[src/rtl/eclk_bus_ctrl_if.sv]
// rtl/eclk_bus_ctrl_if.sv - CPU and CIA bus signals of the E-clock peripheral cycle controller
interface eclk_bus_ctrl_if;
    logic       req;
    logic       rnw;
    logic [7:0] cpu_din;
    logic [7:0] cpu_dout;
    logic       ack;
    logic       vma;
    logic       cia_sel;
    logic       cia_rnw;
    logic [7:0] cia_dout;
    logic [7:0] cia_din;

    modport slave (
        input  req, rnw, cpu_din, cia_din,
        output cpu_dout, ack, vma, cia_sel, cia_rnw, cia_dout
    );

    modport master (
        output req, rnw, cpu_din, cia_din,
        input  cpu_dout, ack, vma, cia_sel, cia_rnw, cia_dout
    );
endinterface

[src/rtl/eclk_bus_ctrl.sv]
// rtl/eclk_bus_ctrl.sv - 6800-style E-clock synchronous peripheral cycle for the CIAs
// Advances on 7 MHz ticks only and flags any break in the one-hot E phase sequence.
module eclk_bus_ctrl #(
    parameter int VMA_PHASE = 3
) (
    input  logic                clk_28,
    input  logic                rst,
    input  logic                clk7p_en,
    input  logic [9:0]          eclk,
    output logic                phase_err,
    eclk_bus_ctrl_if.slave      bus
);

    typedef enum logic [2:0] {
        S_IDLE,
        S_SYNC,
        S_VMA,
        S_SEL,
        S_DONE
    } state_t;

    state_t     state_q;
    state_t     state_d;

    logic       eclk_onehot;
    logic [3:0] phase_idx;
    logic [3:0] last_idx;
    logic [3:0] exp_idx;
    logic       last_valid;
    logic       hit_vma;
    logic       hit_e_rise;
    logic       hit_e_last;

    // A corrupted eclk must never match any phase, so every hit is gated by the one-hot test.
    always_comb begin
        eclk_onehot = (eclk != 10'd0) && ((eclk & (eclk - 10'd1)) == 10'd0);
        phase_idx   = 4'd0;
        for (int i = 0; i < 10; i++) begin
            if (eclk[i]) begin
                phase_idx = 4'(i);
            end
        end
        hit_vma    = eclk_onehot && eclk[VMA_PHASE];
        hit_e_rise = eclk_onehot && eclk[6];
        hit_e_last = eclk_onehot && eclk[9];
        exp_idx    = (last_idx == 4'd9) ? 4'd0 : last_idx + 4'd1;
    end

    always_ff @(posedge clk_28 or posedge rst) begin
        if (rst) begin
            state_q <= S_IDLE;
        end else begin
            state_q <= state_d;
        end
    end

    always_comb begin
        state_d = state_q;
        if (clk7p_en) begin
            case (state_q)
                S_IDLE: if (bus.req) state_d = S_SYNC;
                S_SYNC: begin
                    if (!bus.req) begin
                        state_d = S_IDLE;
                    end else if (hit_vma) begin
                        state_d = S_VMA;
                    end
                end
                S_VMA:  if (hit_e_rise) state_d = S_SEL;
                S_SEL:  if (hit_e_last) state_d = S_DONE;
                S_DONE: if (!bus.req) state_d = S_IDLE;
                default: state_d = S_IDLE;
            endcase
        end
    end

    // Outputs change only on the transition edges; ack is self-clearing on the following edge.
    always_ff @(posedge clk_28 or posedge rst) begin
        if (rst) begin
            bus.vma      <= 1'b0;
            bus.cia_sel  <= 1'b0;
            bus.cia_rnw  <= 1'b1;
            bus.cia_dout <= 8'h00;
            bus.cpu_dout <= 8'h00;
            bus.ack      <= 1'b0;
        end else begin
            bus.ack <= 1'b0;
            if (state_q == S_IDLE && state_d == S_SYNC) begin
                bus.cia_rnw  <= bus.rnw;
                bus.cia_dout <= bus.cpu_din;
            end
            if (state_q == S_SYNC && state_d == S_VMA) begin
                bus.vma <= 1'b1;
            end
            if (state_q == S_VMA && state_d == S_SEL) begin
                bus.cia_sel <= 1'b1;
            end
            if (state_q == S_SEL && state_d == S_DONE) begin
                bus.vma     <= 1'b0;
                bus.cia_sel <= 1'b0;
                bus.ack     <= 1'b1;
                if (bus.cia_rnw) begin
                    bus.cpu_dout <= bus.cia_din;
                end
            end
        end
    end

    always_ff @(posedge clk_28 or posedge rst) begin
        if (rst) begin
            phase_err  <= 1'b0;
            last_idx   <= 4'd0;
            last_valid <= 1'b0;
        end else if (clk7p_en) begin
            if (!eclk_onehot) begin
                phase_err <= 1'b1;
            end else begin
                if (last_valid && phase_idx != exp_idx) begin
                    phase_err <= 1'b1;
                end
                last_idx   <= phase_idx;
                last_valid <= 1'b1;
            end
        end
    end

endmodule

[src/flat_wrapper.sv]
// flat-port wrapper written by rule: the top's interface ports become plain ports
module eclk_bus_ctrl_flat 
#(
    parameter int VMA_PHASE = 3
)
  (clk_28, rst, clk7p_en, eclk, phase_err, bus_req, bus_rnw, bus_cpu_din, bus_cia_din, bus_cpu_dout, bus_ack, bus_vma, bus_cia_sel, bus_cia_rnw, bus_cia_dout);
  eclk_bus_ctrl_if bus_i ();
  input  logic clk_28;
  input  logic rst;
  input  logic clk7p_en;
  input  logic [9:0] eclk;
  output logic phase_err;
  input wire logic [$bits(bus_i.req)-1:0] bus_req;
  input wire logic [$bits(bus_i.rnw)-1:0] bus_rnw;
  input wire logic [$bits(bus_i.cpu_din)-1:0] bus_cpu_din;
  input wire logic [$bits(bus_i.cia_din)-1:0] bus_cia_din;
  output wire logic [$bits(bus_i.cpu_dout)-1:0] bus_cpu_dout;
  output wire logic [$bits(bus_i.ack)-1:0] bus_ack;
  output wire logic [$bits(bus_i.vma)-1:0] bus_vma;
  output wire logic [$bits(bus_i.cia_sel)-1:0] bus_cia_sel;
  output wire logic [$bits(bus_i.cia_rnw)-1:0] bus_cia_rnw;
  output wire logic [$bits(bus_i.cia_dout)-1:0] bus_cia_dout;
  assign bus_i.req = bus_req;
  assign bus_i.rnw = bus_rnw;
  assign bus_i.cpu_din = bus_cpu_din;
  assign bus_i.cia_din = bus_cia_din;
  assign bus_cpu_dout = bus_i.cpu_dout;
  assign bus_ack = bus_i.ack;
  assign bus_vma = bus_i.vma;
  assign bus_cia_sel = bus_i.cia_sel;
  assign bus_cia_rnw = bus_i.cia_rnw;
  assign bus_cia_dout = bus_i.cia_dout;
  eclk_bus_ctrl #(.VMA_PHASE(VMA_PHASE)) u_core (.clk_28(clk_28), .rst(rst), .clk7p_en(clk7p_en), .eclk(eclk), .phase_err(phase_err), .bus(bus_i));
endmodule
[config.mk]
export PLATFORM = sky130hd
export DESIGN_NAME = eclk_bus_ctrl_flat
export DESIGN_NICKNAME = d
export VERILOG_FILES = /design/src/rtl/eclk_bus_ctrl_if.sv /design/src/rtl/eclk_bus_ctrl.sv /design/src/flat_wrapper.sv
export SDC_FILE = /design/constraint.sdc
export NUM_CORES = 1
export LEC_CHECK = 0
export ABC_CLOCK_PERIOD_IN_PS = 4100
export BUFFER_PORTS_ARGS = -buffer_cell sky130_fd_sc_hd__buf_4
export CELL_PAD_IN_SITES_DETAIL_PLACEMENT = 1
export CELL_PAD_IN_SITES_GLOBAL_PLACEMENT = 1
export CORE_MARGIN = 10
export CORE_UTILIZATION = 41
export CTS_CLUSTER_SIZE = 20
export DETAILED_ROUTE_END_ITERATION = 8
export GPL_TIMING_DRIVEN = 0
export PLACE_DENSITY_LB_ADDON = 0.2
export SETUP_SLACK_MARGIN = 0.02
export SLEW_MARGIN = 20
export SYNTH_ARGS = -nofsm -noshare
export SYNTH_HDL_FRONTEND = slang
export SYNTH_SLANG_ARGS = --single-unit
[constraint.sdc]
create_clock -name clk_28 -period 4.1 [get_ports clk_28]
set_clock_uncertainty 0.15 [all_clocks]
set_input_delay 1.025 -clock clk_28 [delete_from_list [all_inputs] [get_ports clk_28]]
set_output_delay 1.025 -clock clk_28 [all_outputs]
set_load 0.1 [all_outputs]
# Yosys cells after proc, flatten, opt, wreduce, memory -nomap -nowiden

Cells that the tools add are included.

Flip-flop bits (word level): 29
Input bits: 31
Word-level logic and storage cells: 66

Bitwise gates (word level): 1
Add/subtract/negate cells: 2
Multiplexer cells: 25
Reduce and logical (&&, ||, !) cells: 17
Equality and inequality tests: 11

Operator list:

| kind                                                 | number |
|---|---|
| two-way mux 3 bit                                    | 11 |
| one-hot mux 3 bit (5 select lines)                   | 1 |
| equality test 3 x 2 -> 1 bit (second input constant) | 4 |
| two-way mux 4 bit                                    | 3 |
| bitwise AND 10 bit                                   | 1 |
| zero test 10 bit                                     | 1 |
| nonzero test 10 bit                                  | 1 |
| subtractor 10 x 1 -> 10 bit (second input constant)  | 1 |
| logical AND 1 bit                                    | 9 |
| two-way mux 1 bit                                    | 8 |
| equality test 3 x 1 -> 1 bit (second input constant) | 2 |
| equality test 3 bit (second input constant)          | 2 |
| AND reduction 2 bit                                  | 3 |
| adder 4 x 1 -> 4 bit (second input constant)         | 1 |
| equality test 4 bit (second input constant)          | 1 |
| two-way mux 2 bit                                    | 2 |
| inequality test 4 bit                                | 1 |
| nonzero test 2 bit                                   | 2 |
| zero test 3 bit                                      | 1 |
| inequality test 2 bit (second input constant)        | 1 |

# Logic depth before layout (Yosys ltp)

Gate-level depths: netlist of run 1.

Word-level depth: 13
Gate-level depth with buffers: 7
Gate-level depth less buffers: 6

# Worst setup path after synthesis of run 1

OpenSTA, ideal clock, no wires.

Kind: input to register
From: input eclk[0]
To: register u_core.bus.cpu_dout[0]
Setup time: 0.125 ns
Data required time: 3.825 ns
Stages on the path: 7
Path slack: 0.961 ns
Arrival time: 2.863 ns
Cells stage by stage: nor4_4 nor3b_2 nand3_1 a211o_1 or3_1 buf_6 mux2_4

Cells in the longest elaborated chain, start to end: 12

Ends and longest elaborated chain:

| element                                | line                   | source |
|---|---|---|
| start, declared                        | flat_wrapper.sv:11     | `input logic [9:0] eclk;` |
| subtractor 10 x 1 -> 10 bit            | eclk_bus_ctrl.sv:36    | `eclk_onehot = (eclk != 10'd0) && ((eclk & (eclk - 10'd1)) == 10'd0);` |
| bitwise AND 10 bit                     | eclk_bus_ctrl.sv:36    |  |
| zero test 10 bit                       | eclk_bus_ctrl.sv:36    |  |
| logical AND 1 bit *                    | eclk_bus_ctrl.sv:36    |  |
| logical AND 1 bit                      | eclk_bus_ctrl.sv:43    | `hit_vma = eclk_onehot && eclk[VMA_PHASE];` |
| two-way mux 3 bit                      | eclk_bus_ctrl.sv:65    | `end else if (hit_vma) begin` |
| two-way mux 3 bit                      | eclk_bus_ctrl.sv:63    | `if (!bus.req) begin` |
| one-hot mux 3 bit (5 select lines) *   | eclk_bus_ctrl.sv:60    | `case (state_q)` |
| two-way mux 3 bit *                    | eclk_bus_ctrl.sv:59    | `if (clk7p_en) begin` |
| equality test 3 bit *                  | eclk_bus_ctrl.sv:98    | `if (state_q == S_SEL && state_d == S_DONE) begin` |
| logical AND 1 bit *                    | eclk_bus_ctrl.sv:98    |  |
| AND reduction 2 bit (no source line) * | n/a                    |  |
| end signal, assigned                   | eclk_bus_ctrl.sv:103   | `bus.cpu_dout <= bus.cia_din;` |
| end, declared                          | eclk_bus_ctrl_if.sv:16 | `output cpu_dout, ack, vma, cia_sel, cia_rnw, cia_dout` |

Mark *: on every way between the ends. The rest lies on a longest branch, timed or not.
A chain may end at the register's enable or synchronous reset.

# Worst setup path in the final report of run 1

From: input eclk[0]
To: register u_core.bus.cpu_dout[3]

The elaborated chain is that of the path after synthesis.

==> impl_metrics.csv, run 1 <==
group,metric,value,unit
run_status,status,"finished clean",
critical_path,crit_chain,"buf_4, nor4_4, nor3b_2, nand3_1, a211o_1, or3_1, buf_6, mux2_4",
sta,rsz0062_at_grt,"no",
hold_path,min_from,"u_core.last_valid$_DFFE_PP0P_",
critical_path,cp.required,4120,ps
floorplanning,core,3690,um2
synthesis,ys_types,39,
critical_path,ff2ff_path_depth,7,
layout,layout-drive-gt1-share,40.7,%
routing,drt-initial-drc-count,62,
routing,totalWireLength,4860,um
floorplanning,initial_core_util,42.9,%
global_route,antenna_found_initial,0,
synthesis,synth-edff-count,0,
sta,finalCriticalPeriod,3200,ps
clock_tree,cts_root_buf,"clkbuf_8",
sta,post-route-period-util,78.1,%
critical_path,crit_family,"simple AND/OR/NAND/NOR gates",
synthesis,synth_area_leaders,"dfrtp_1 (44%), mux2_2 (7.8%), mux2_4 (7.6%), o21ai_0 (3.2%), nor2_1 (2.6%)",
synthesis,synth-main-ff-cell,"dfrtp_1",
critical_path,crit_arrival,3220,ps
routing,routedWlPerCell,18.9,um
critical_path,rrSetupSlack,2020,ps
layout,final_common_cell,"buf_4",
clock_tree,postCtsSetupRepairBufs,0,
synthesis,synth-async-reset-ratio,100,%
synthesis,yosysTopAreaCellShare,44.3,%
critical_path,startpoint,"eclk[0]",
synthesis,syn_avg_cell_area,10.6,um2
clock_tree,cts_resized,0,
pwr,clockPowerShare,30.8,%
global_route,grt-ovfl-total,0,
place,io_buffers,51,
global_route,grt_max_degree,30,
hold_path,holdPathStages,1,
hold_path,worst_hold_path.endpoint,"u_core.last_valid$_DFFE_PP0P_",
critical_path,cp-start-kind,"input port",
sta,tns,0,ps
synthesis,synth_area,1580,um2
place,dp_hpwl,3600,um
layout,antenna_cells,0,
critical_path,r2r-end,"u_core.phase_err$_DFFE_PP0P_",
sta,worstMarginPinSlew,596,ps
critical_path,critPathKind,"input port to flip-flop",
critical_path,cpPeakStageDelay,440,ps
pwr,pwr-share-seq,33.9,%
clock_tree,cts_buffers,5,
pwr,p_leak,1.02,nW
pwr,peakVddDrop,0.000309,V
synthesis,syn_nets,181,
job,cap_violations,0,
sta,relSlewSlack,59.9,%
clock_tree,ctsHoldBuffers,0,
critical_path,endpoint_kind,"flip-flop",
pwr,switching_share,39.2,%
layout,syn2layout_area_growth,35.3,%
routing,via_per_inst,5.44,
routing,drtAntennaViolNets,0,
critical_path,path_buf_inv,2,
floorplanning,die_h,82.1,um
routing,vias,1398,
floorplanning,row_count,22,
synthesis,netlist_instances,150,
hold_path,hold_path.class,"flip-flop to flip-flop",
synthesis,synth_seq_cells,29,
synthesis,yosys_warnings,0,
layout,fin_util,58.1,%
critical_path,reg2reg_from,"u_core.last_idx[1]$_DFFE_PP0P_",
routing,drc,0,
clock_tree,path_clk_slew,60,ps
sta,slew_violations,0,
sta,finalHoldViolCount,0,
clock_tree,cts_sinks,29,
pwr,p_int,0.611,mW
clock_tree,cts_tree,"yes",
floorplanning,die_area,6750,um2
critical_path,slowest_stage,"a211o_1",
layout,final_nets,239,
pwr,pwr-share-comb,35.2,%
critical_path,worstPathMaxFanout,10,
place,globalplace.congestion,0.797,
synthesis,synth_top_area_cell,"dfrtp_1",
pwr,pwr_density_cell,469,nW/um2
clock_tree,clkLatencyLatePin,290,ps
layout,mostFrequentLayoutCells,"buf_4 (51), dfrtp_1 (28), nor2_1 (11), mux2_2 (11), o21ai_0 (10)",
global_route,grt_pass1_vias,1538,
clock_tree,clk_path_buf_depth,2,
floorplanning,die_x,82.1,um
global_route,grt_pass1_wl,7560,um
pwr,power,1.00,mW
pwr,p_sw,0.393,mW
floorplanning,io_pins,52,
sta,setup_violations,0,
routing,dr.pass1.iters,4,
clock_tree,htreeDepth,2,
global_route,grt_use_total,15.0,%
synthesis,yosysSeqAreaShare,45.9,%
sta,fmax,312,MHz
-- kinds of logic after synthesis --
group	after synthesis	synth area share, %
simple gates	46	16.4
flops	29	45.9
compound gates	35	14.7
mux	21	16.7
buf+inv	15	4.03
xor+xnor	3	1.66
fa+ha+maj	1	0.632
-- cell usage after synthesis, types with 2 or more instances --
master,n
nor2_1,11
or2_2,3
mux2_4,8
xnor2_1,2
nand2b_1,2
clkbuf_1,5
nand2_1,6
inv_1,9
o21ai_0,10
nor2b_1,2
nor3_1,8
and4b_1,2
a211oi_1,3
dfrtp_1,28
a31oi_1,2
a21oi_1,8
nand3_1,4
mux2_2,11
mux2i_1,2
or3_1,4
o2111ai_1,2
-- power groups by stage --
stage | Clock (mW) | Combinational, mW | Sequential [mW]
final | 0.310 | 0.354 | 0.341
after detailed placement | 0 | 0.354 | 0.345
after CTS | 0.316 | 0.357 | 0.341
after floorplan | 0 | 0.0724 | 0.528
after global routing | 0.330 | 0.371 | 0.343
after global placement | 0 | 0.347 | 0.342
-- registers in the layout, indices dropped and copies added, names as in the netlist --
register / flops
u_core.last_valid: 1
u_core.state_q: 3
u_core.bus.ack: 1
u_core.bus.vma: 1
u_core.bus.cia_rnw: 1
u_core.bus.cpu_dout: 8
u_core.bus.cia_dout: 8
u_core.last_idx: 4
u_core.bus.cia_sel: 1
u_core.phase_err: 1
-- metrics by stage --
stage          worst slack [ps]  cell area [um2]  hold slack, ps  std cells
6_report                    900             2140             338        257
5_1_grt                     778             2140             369        257
4_1_cts                     902             2140             336        257
3_5_place_dp                613             2030             322        249
3_3_place_gp                652             2030             305        249
2_1_floorplan               961             1580             286        150
-- worst register-to-register path: cells and delay by family (launching register included) --
family,cells,cell delay [ps]
AOI/OAI and AO/OA,4,960
buffers and inverters,1,220
DFF,1,360
and+or+nand+nor,2,290
-- worst max-delay path by stage --
stage / cells past startpoint / slack, ps / endpoint
final: 8 / 900 / u_core.bus.cpu_dout[3]$_DFFE_PP0P_
after floorplan: 7 / 960 / u_core.bus.cpu_dout[0]$_DFFE_PP0P_
after global placement: 8 / 650 / u_core.bus.cpu_dout[3]$_DFFE_PP0P_
after global routing: 8 / 780 / u_core.bus.cpu_dout[3]$_DFFE_PP0P_
after CTS: 8 / 900 / u_core.bus.cpu_dout[3]$_DFFE_PP0P_
after detailed placement: 8 / 610 / u_core.bus.cpu_dout[3]$_DFFE_PP0P_
-- layer usage --
layer	vias to the layer above	part of all wire (%)	wire length, um	track usage [%]
met5	-	0	0	0
met4	0	2.7	130	7.99
met3	11	5.3	258	6.16
met2	35	53	2550	26.2
met1	692	39	1920	15.1
li1	660	-	-	-
-- final cells by class --
| class | count | area, um2 |
|---|---|---|
| Sequential cell | 29 | 727 |
| Tap cell | 48 | 60.1 |
| Inverter | 9 | 33.8 |
| Clock buffer | 7 | 86.3 |
| Clock inverter | 1 | 30.0 |
| Multi-Input combinational cell | 106 | 792 |
| Timing Repair Buffer | 51 | 383 |
| Fill cell | 433 | 1550 |
| Buffer | 6 | 30.0 |
Power figures use the tool's default switching activity.
==> run 2: changes to the inputs <==
Settings changed: ABC_CLOCK_PERIOD_IN_PS 4100 to 2960, CORE_UTILIZATION 41 to 38.
Clock period 4.1 ns to 2.96 ns, I/O delays scaled along.
==> run 2 against run 1 <==
Register-to-register slack got worse by 1100 ps. Count of clock-buffer cells in the layout rose by 1. Critical path depth is the same. Utilization decreased by 4.8 points. Clock power is 2% lower.
==> impl_metrics.csv, run 2 (synthesis gave the netlist of run 1 again) <==
group,metric,value,unit
run_status,status,"finished clean",
hold_path,hold_path.class,"flip-flop to flip-flop",
critical_path,endpoint_kind,"flip-flop",
pwr,p_leak,1.02,nW
pwr,pwr_density_cell,590,nW/um2
place,dp_cells,251,
place,io_buffers,51,
clock_tree,cts_buffers,5,
layout,antenna_cells,0,
layout,final_common_cell,"buf_4",
critical_path,cp-start-kind,"input port",
sta,finalHoldWorstSlack,343,ps
layout,fin_util,53.2,%
critical_path,crit_arrival,2910,ps
pwr,p_sw,0.527,mW
floorplanning,die_x,84.5,um
clock_tree,cts_sinks,29,
hold_path,worst_hold_path.endpoint,"u_core.last_valid$_DFFE_PP0P_",
clock_tree,clk_path_buf_depth,2,
critical_path,worstPathMaxFanout,8,
sta,setup_violations,0,
global_route,grt_pass1_vias,1525,
sta,finalHoldViolCount,0,
critical_path,ff2ff_path_depth,7,
layout,syn2layout_area_growth,35.5,%
floorplanning,die_area,7150,um2
hold_path,holdPathStages,1,
routing,vias,1363,
sta,slew_violations,0,
routing,via_per_inst,5.22,
pwr,p_int,0.740,mW
sta,tns,0,ps
layout,final_nets,241,
critical_path,cp.required,2970,ps
routing,drt-initial-drc-count,43,
routing,drtAntennaViolNets,0,
floorplanning,io_pins,52,
clock_tree,clkLatencyLatePin,280,ps
sta,relSlewSlack,60.5,%
global_route,antenna_found_initial,0,
pwr,switching_share,41.6,%
sta,worstMarginPinSlew,592,ps
routing,routedWlPerCell,17.6,um
critical_path,r2r-end,"u_core.phase_err$_DFFE_PP0P_",
sta,fin_ws,61.9,ps
critical_path,critPathKind,"input port to flip-flop",
layout,stdcell_count,261,
critical_path,rrSetupSlack,940,ps
global_route,grt_max_degree,30,
floorplanning,row_count,23,
pwr,clockPowerShare,24.0,%
routing,dr.pass1.iters,4,
layout,layout-drive-gt1-share,41.2,%
sta,post-route-period-util,97.9,%
place,dp_hpwl,3590,um
floorplanning,core,4030,um2
pwr,peakVddDrop,0.000486,V
sta,fmax,345,MHz
global_route,grt-ovfl-total,0,
place,globalplace.congestion,0.796,
job,cap_violations,0,
hold_path,min_from,"u_core.last_valid$_DFFE_PP0P_",
sta,rsz0062_at_grt,"no",
global_route,grt_pass1_wl,7470,um
global_route,grt_use_total,12.6,%
sta,finalCriticalPeriod,2900,ps
floorplanning,initial_core_util,39.3,%
clock_tree,cts_root_buf,"clkbuf_8",
place,pre_cts_ws,-260,ps
routing,totalWireLength,4600,um
pwr,pwr-share-seq,37.2,%
critical_path,reg2reg_from,"u_core.last_idx[1]$_DFFE_PP0P_",
floorplanning,die_h,84.5,um
clock_tree,ctsHoldBuffers,0,
layout,mostFrequentLayoutCells,"buf_4 (53), dfrtp_1 (28), nor2_1 (11), mux2_2 (11), o21ai_0 (10)",
clock_tree,htreeDepth,2,
clock_tree,path_clk_slew,50,ps
clock_tree,cts_tree,"yes",
routing,drc,0,
pwr,pwr-share-comb,38.8,%
layout,top_regs,"u_core.bus.cia_dout: 8 flops, u_core.bus.cpu_dout: 8 flops, u_core.last_idx: 4 flops",
-- run 2: cell count changes in the layout (fill, tap and decap cells not counted), sizes merged --
| cell | previous run | this run |
|---|---|---|
| bufinv | 1 | 0 |
| buf | 52 | 54 |
| clkbuf | 12 | 13 |
-- run 2: metal layers --
metal  up-vias  part of all wire [%]  track usage, %
met2        28                    55            23.0
met5         -                     0               0
met1       662                    39            13.2
met3         8                   4.2            4.15
li1        665                     -               -
met4         0                   1.3            4.04
-- run 2: cell type report --
cell class | count | area [um2]
buffer | 6 | 30.0
clock buffer | 8 | 80.1
fill | 459 | 1880
inverter | 9 | 33.8
multi-input combinational | 106 | 813
sequential | 29 | 727
tap | 50 | 62.6
timing repair buffer | 53 | 398
-- run 2: per-stage QoR --
step	total power, mW	cell area (um2)
2_1_floorplan	0.832	1580
3_3_place_gp	0.955	2030
3_5_place_dp	0.970	2030
4_1_cts	1.27	2110
5_1_grt	1.32	2140
6_report	1.27	2140
-- run 2: power by group through the flow --
stage	sequential (mW)	clock (mW)	combinational, mW
after detailed placement	0.477	0	0.493
after global routing	0.475	0.333	0.513
after global placement	0.474	0	0.481
after CTS	0.470	0.310	0.494
final	0.471	0.304	0.491
after floorplan	0.731	0	0.100
-- run 2: worst max-delay path by stage --
| stage | startpoint | to | slack (ps) |
|---|---|---|---|
| after detailed placement | eclk[0] | u_core.bus.cpu_dout[0]$_DFFE_PP0P_ | -260 |
| after floorplan | eclk[0] | u_core.bus.cpu_dout[0]$_DFFE_PP0P_ | 110 |
| after global routing | eclk[3] | u_core.bus.cpu_dout[3]$_DFFE_PP0P_ | 20 |
| after CTS | eclk[0] | u_core.bus.cpu_dout[0]$_DFFE_PP0P_ | 30 |
| final | eclk[3] | u_core.bus.cpu_dout[3]$_DFFE_PP0P_ | 60 |
| after global placement | eclk[0] | u_core.bus.cpu_dout[6]$_DFFE_PP0P_ | -210 |
-- run 2: critical path, stage by stage --
cell and delay (ps):
buf_4 140, nor4_4 380, nor3b_4 290, nand3_1 120, a211o_4 380, or3_1 390
buf_6 160, mux2_4 300
-- run 2: repair_timing --
| item | 4_1_cts | 5_1_grt |
|---|---|---|
| gates resized for setup | 0 | 4 |
| setup endpoints to repair | 0 | 8 |
| buffers inserted | 0 | 2 |
==> run 3: changes to the inputs <==
Settings changed: GPL_TIMING_DRIVEN 0 to 1.
==> run 3 against run 2 <==
Flip-flop and latch count stayed put. Largest cell class unchanged. Via count is 1.8% higher. Global-route usage is 0.70 points higher. Highest routed layer unchanged.
==> impl_metrics.csv, run 3 (synthesis gave the netlist of run 1 again) <==
group,metric,value,unit
layout,top_regs,"u_core.bus.cia_dout: 8 flops, u_core.bus.cpu_dout: 8 flops, u_core.last_idx: 4 flops",
routing,via_per_inst,5.27,
pwr,pwr_density_cell,633,nW/um2
global_route,grt_max_degree,30,
pwr,peakVddDrop,0.000386,V
routing,routedWlPerCell,17.9,um
place,dp_cells,255,
hold_path,min_from,"u_core.last_valid$_DFFE_PP0P_",
routing,drc,0,
job,cap_violations,0,
floorplanning,initial_core_util,39.3,%
critical_path,slowest_stage,"or3_1",
critical_path,rrSetupSlack,950,ps
routing,totalWireLength,4700,um
critical_path,cp.required,2980,ps
routing,drtAntennaViolNets,0,
critical_path,critPathKind,"input port to flip-flop",
global_route,grt-ovfl-total,0,
place,globalplace.congestion,0.801,
place,dp_hpwl,3720,um
layout,final_common_cell,"buf_4",
sta,fmax,365,MHz
sta,relSlewSlack,66.2,%
clock_tree,cts_tree,"yes",
sta,setup_violations,0,
pwr,p_leak,1.06,nW
clock_tree,ctsHoldBuffers,0,
layout,antenna_cells,0,
clock_tree,clkLatencyLatePin,280,ps
hold_path,hold_path.class,"flip-flop to flip-flop",
routing,dr.pass1.iters,4,
clock_tree,cts_buffers,5,
layout,syn2layout_area_growth,38.3,%
run_status,status,"finished clean",
global_route,grt_pass1_wl,7820,um
sta,finalCriticalPeriod,2740,ps
layout,mostFrequentLayoutCells,"buf_4 (61), dfrtp_1 (28), nor2_1 (11), mux2_2 (11), o21ai_0 (10)",
layout,fin_util,54.3,%
clock_tree,cts_sinks,29,
critical_path,endpoint_kind,"flip-flop",
routing,drt-initial-drc-count,30,
critical_path,crit_chain,"buf_4, nor4_4, nor3b_2, nand3_1, a211o_1, or3_1, buf_4, mux2_4",
critical_path,crit_arrival,2760,ps
clock_tree,htreeDepth,2,
layout,layout-drive-gt1-share,43.7,%
global_route,antenna_found_initial,0,
clock_tree,postCtsSetupRepairBufs,0,
critical_path,r2r-end,"u_core.bus.cpu_dout[4]$_DFFE_PP0P_",
floorplanning,die_x,84.5,um
clock_tree,clk_path_buf_depth,2,
sta,finalHoldViolCount,0,
sta,rsz0062_at_grt,"no",
floorplanning,row_count,23,
clock_tree,cts_resized,0,
sta,finalHoldWorstSlack,324,ps
sta,slew_violations,0,
sta,worstMarginPinSlew,503,ps
critical_path,reg2reg_from,"u_core.state_q[0]$_DFF_PP0_",
place,io_buffers,51,
clock_tree,cts_root_buf,"clkbuf_8",
clock_tree,path_clk_slew,60,ps
hold_path,worst_hold_path.endpoint,"u_core.last_valid$_DFFE_PP0P_",
global_route,grt_use_total,13.3,%
layout,final_nets,243,
floorplanning,io_pins,52,
critical_path,worstPathMaxFanout,8,
hold_path,holdPathStages,1,
critical_path,cpPeakStageDelay,370,ps
layout,fill_cells,463,
critical_path,cpMostUsedCell,"buf_4",
critical_path,cp-start-kind,"input port",
floorplanning,die_area,7150,um2
routing,vias,1387,
floorplanning,die_h,84.5,um
floorplanning,core,4030,um2
sta,post-route-period-util,92.6,%
global_route,grt_pass1_vias,1545,
critical_path,ff2ff_path_depth,5,
layout,stdcell_count,263,
-- run 3: stage by stage --
step	cell area, um2	setup slack (ps)	total power [mW]	setup TNS [ps]
2_1_floorplan	1580	106	0.832	0
3_3_place_gp	2070	-7.59	0.959	-58.7
3_5_place_dp	2070	-87.3	0.974	-593
4_1_cts	2190	208	1.40	0
5_1_grt	2190	107	1.45	0
6_report	2190	219	1.39	0
-- run 3: layer usage --
layer	vias up	track usage, %	part of all wire [%]	wire length [um]
li1	668	-	-	-
met1	687	14.1	39	1850
met2	26	24.4	56	2640
met3	6	4.35	3.7	172
met4	0	3.59	1.0	47
met5	-	0	0	0
-- run 3: worst max-delay path by stage --
stage | cells after the start | slack [ps] | from | to
after global routing | 8 | 110 | eclk[0] | u_core.bus.cpu_dout[4]$_DFFE_PP0P_
final | 8 | 220 | eclk[0] | u_core.bus.cpu_dout[4]$_DFFE_PP0P_
after global placement | 8 | -8 | eclk[0] | u_core.bus.cpu_dout[1]$_DFFE_PP0P_
after CTS | 8 | 210 | eclk[0] | u_core.bus.cpu_dout[4]$_DFFE_PP0P_
after detailed placement | 8 | -90 | eclk[0] | u_core.bus.cpu_dout[4]$_DFFE_PP0P_
after floorplan | 7 | 110 | eclk[0] | u_core.bus.cpu_dout[0]$_DFFE_PP0P_
-- run 3: report_power, final --
group,switching [mW],internal (mW)
Combinational,0.351,0.133
Sequential,0.0338,0.443
Clock,0.152,0.274
-- run 3: layout make-up --
cell class	instances	area, um2	share of cell area, %
inverter	9	33.8	1.54
multi-input combinational	106	792	36.2
timing repair buffer	61	458	20.9
clock inverter	1	30.0	1.37
clock buffer	7	86.3	3.94
sequential	29	727	33.2
tap	50	62.6	2.86
-- run 3: critical path: cells and delay by family --
kind	cells	cell delay [ps]
AO/OA/AOI/OAI	1	310
multiplexers	1	310
buffers and inverters	2	330
AND/OR/NAND/NOR	4	1050
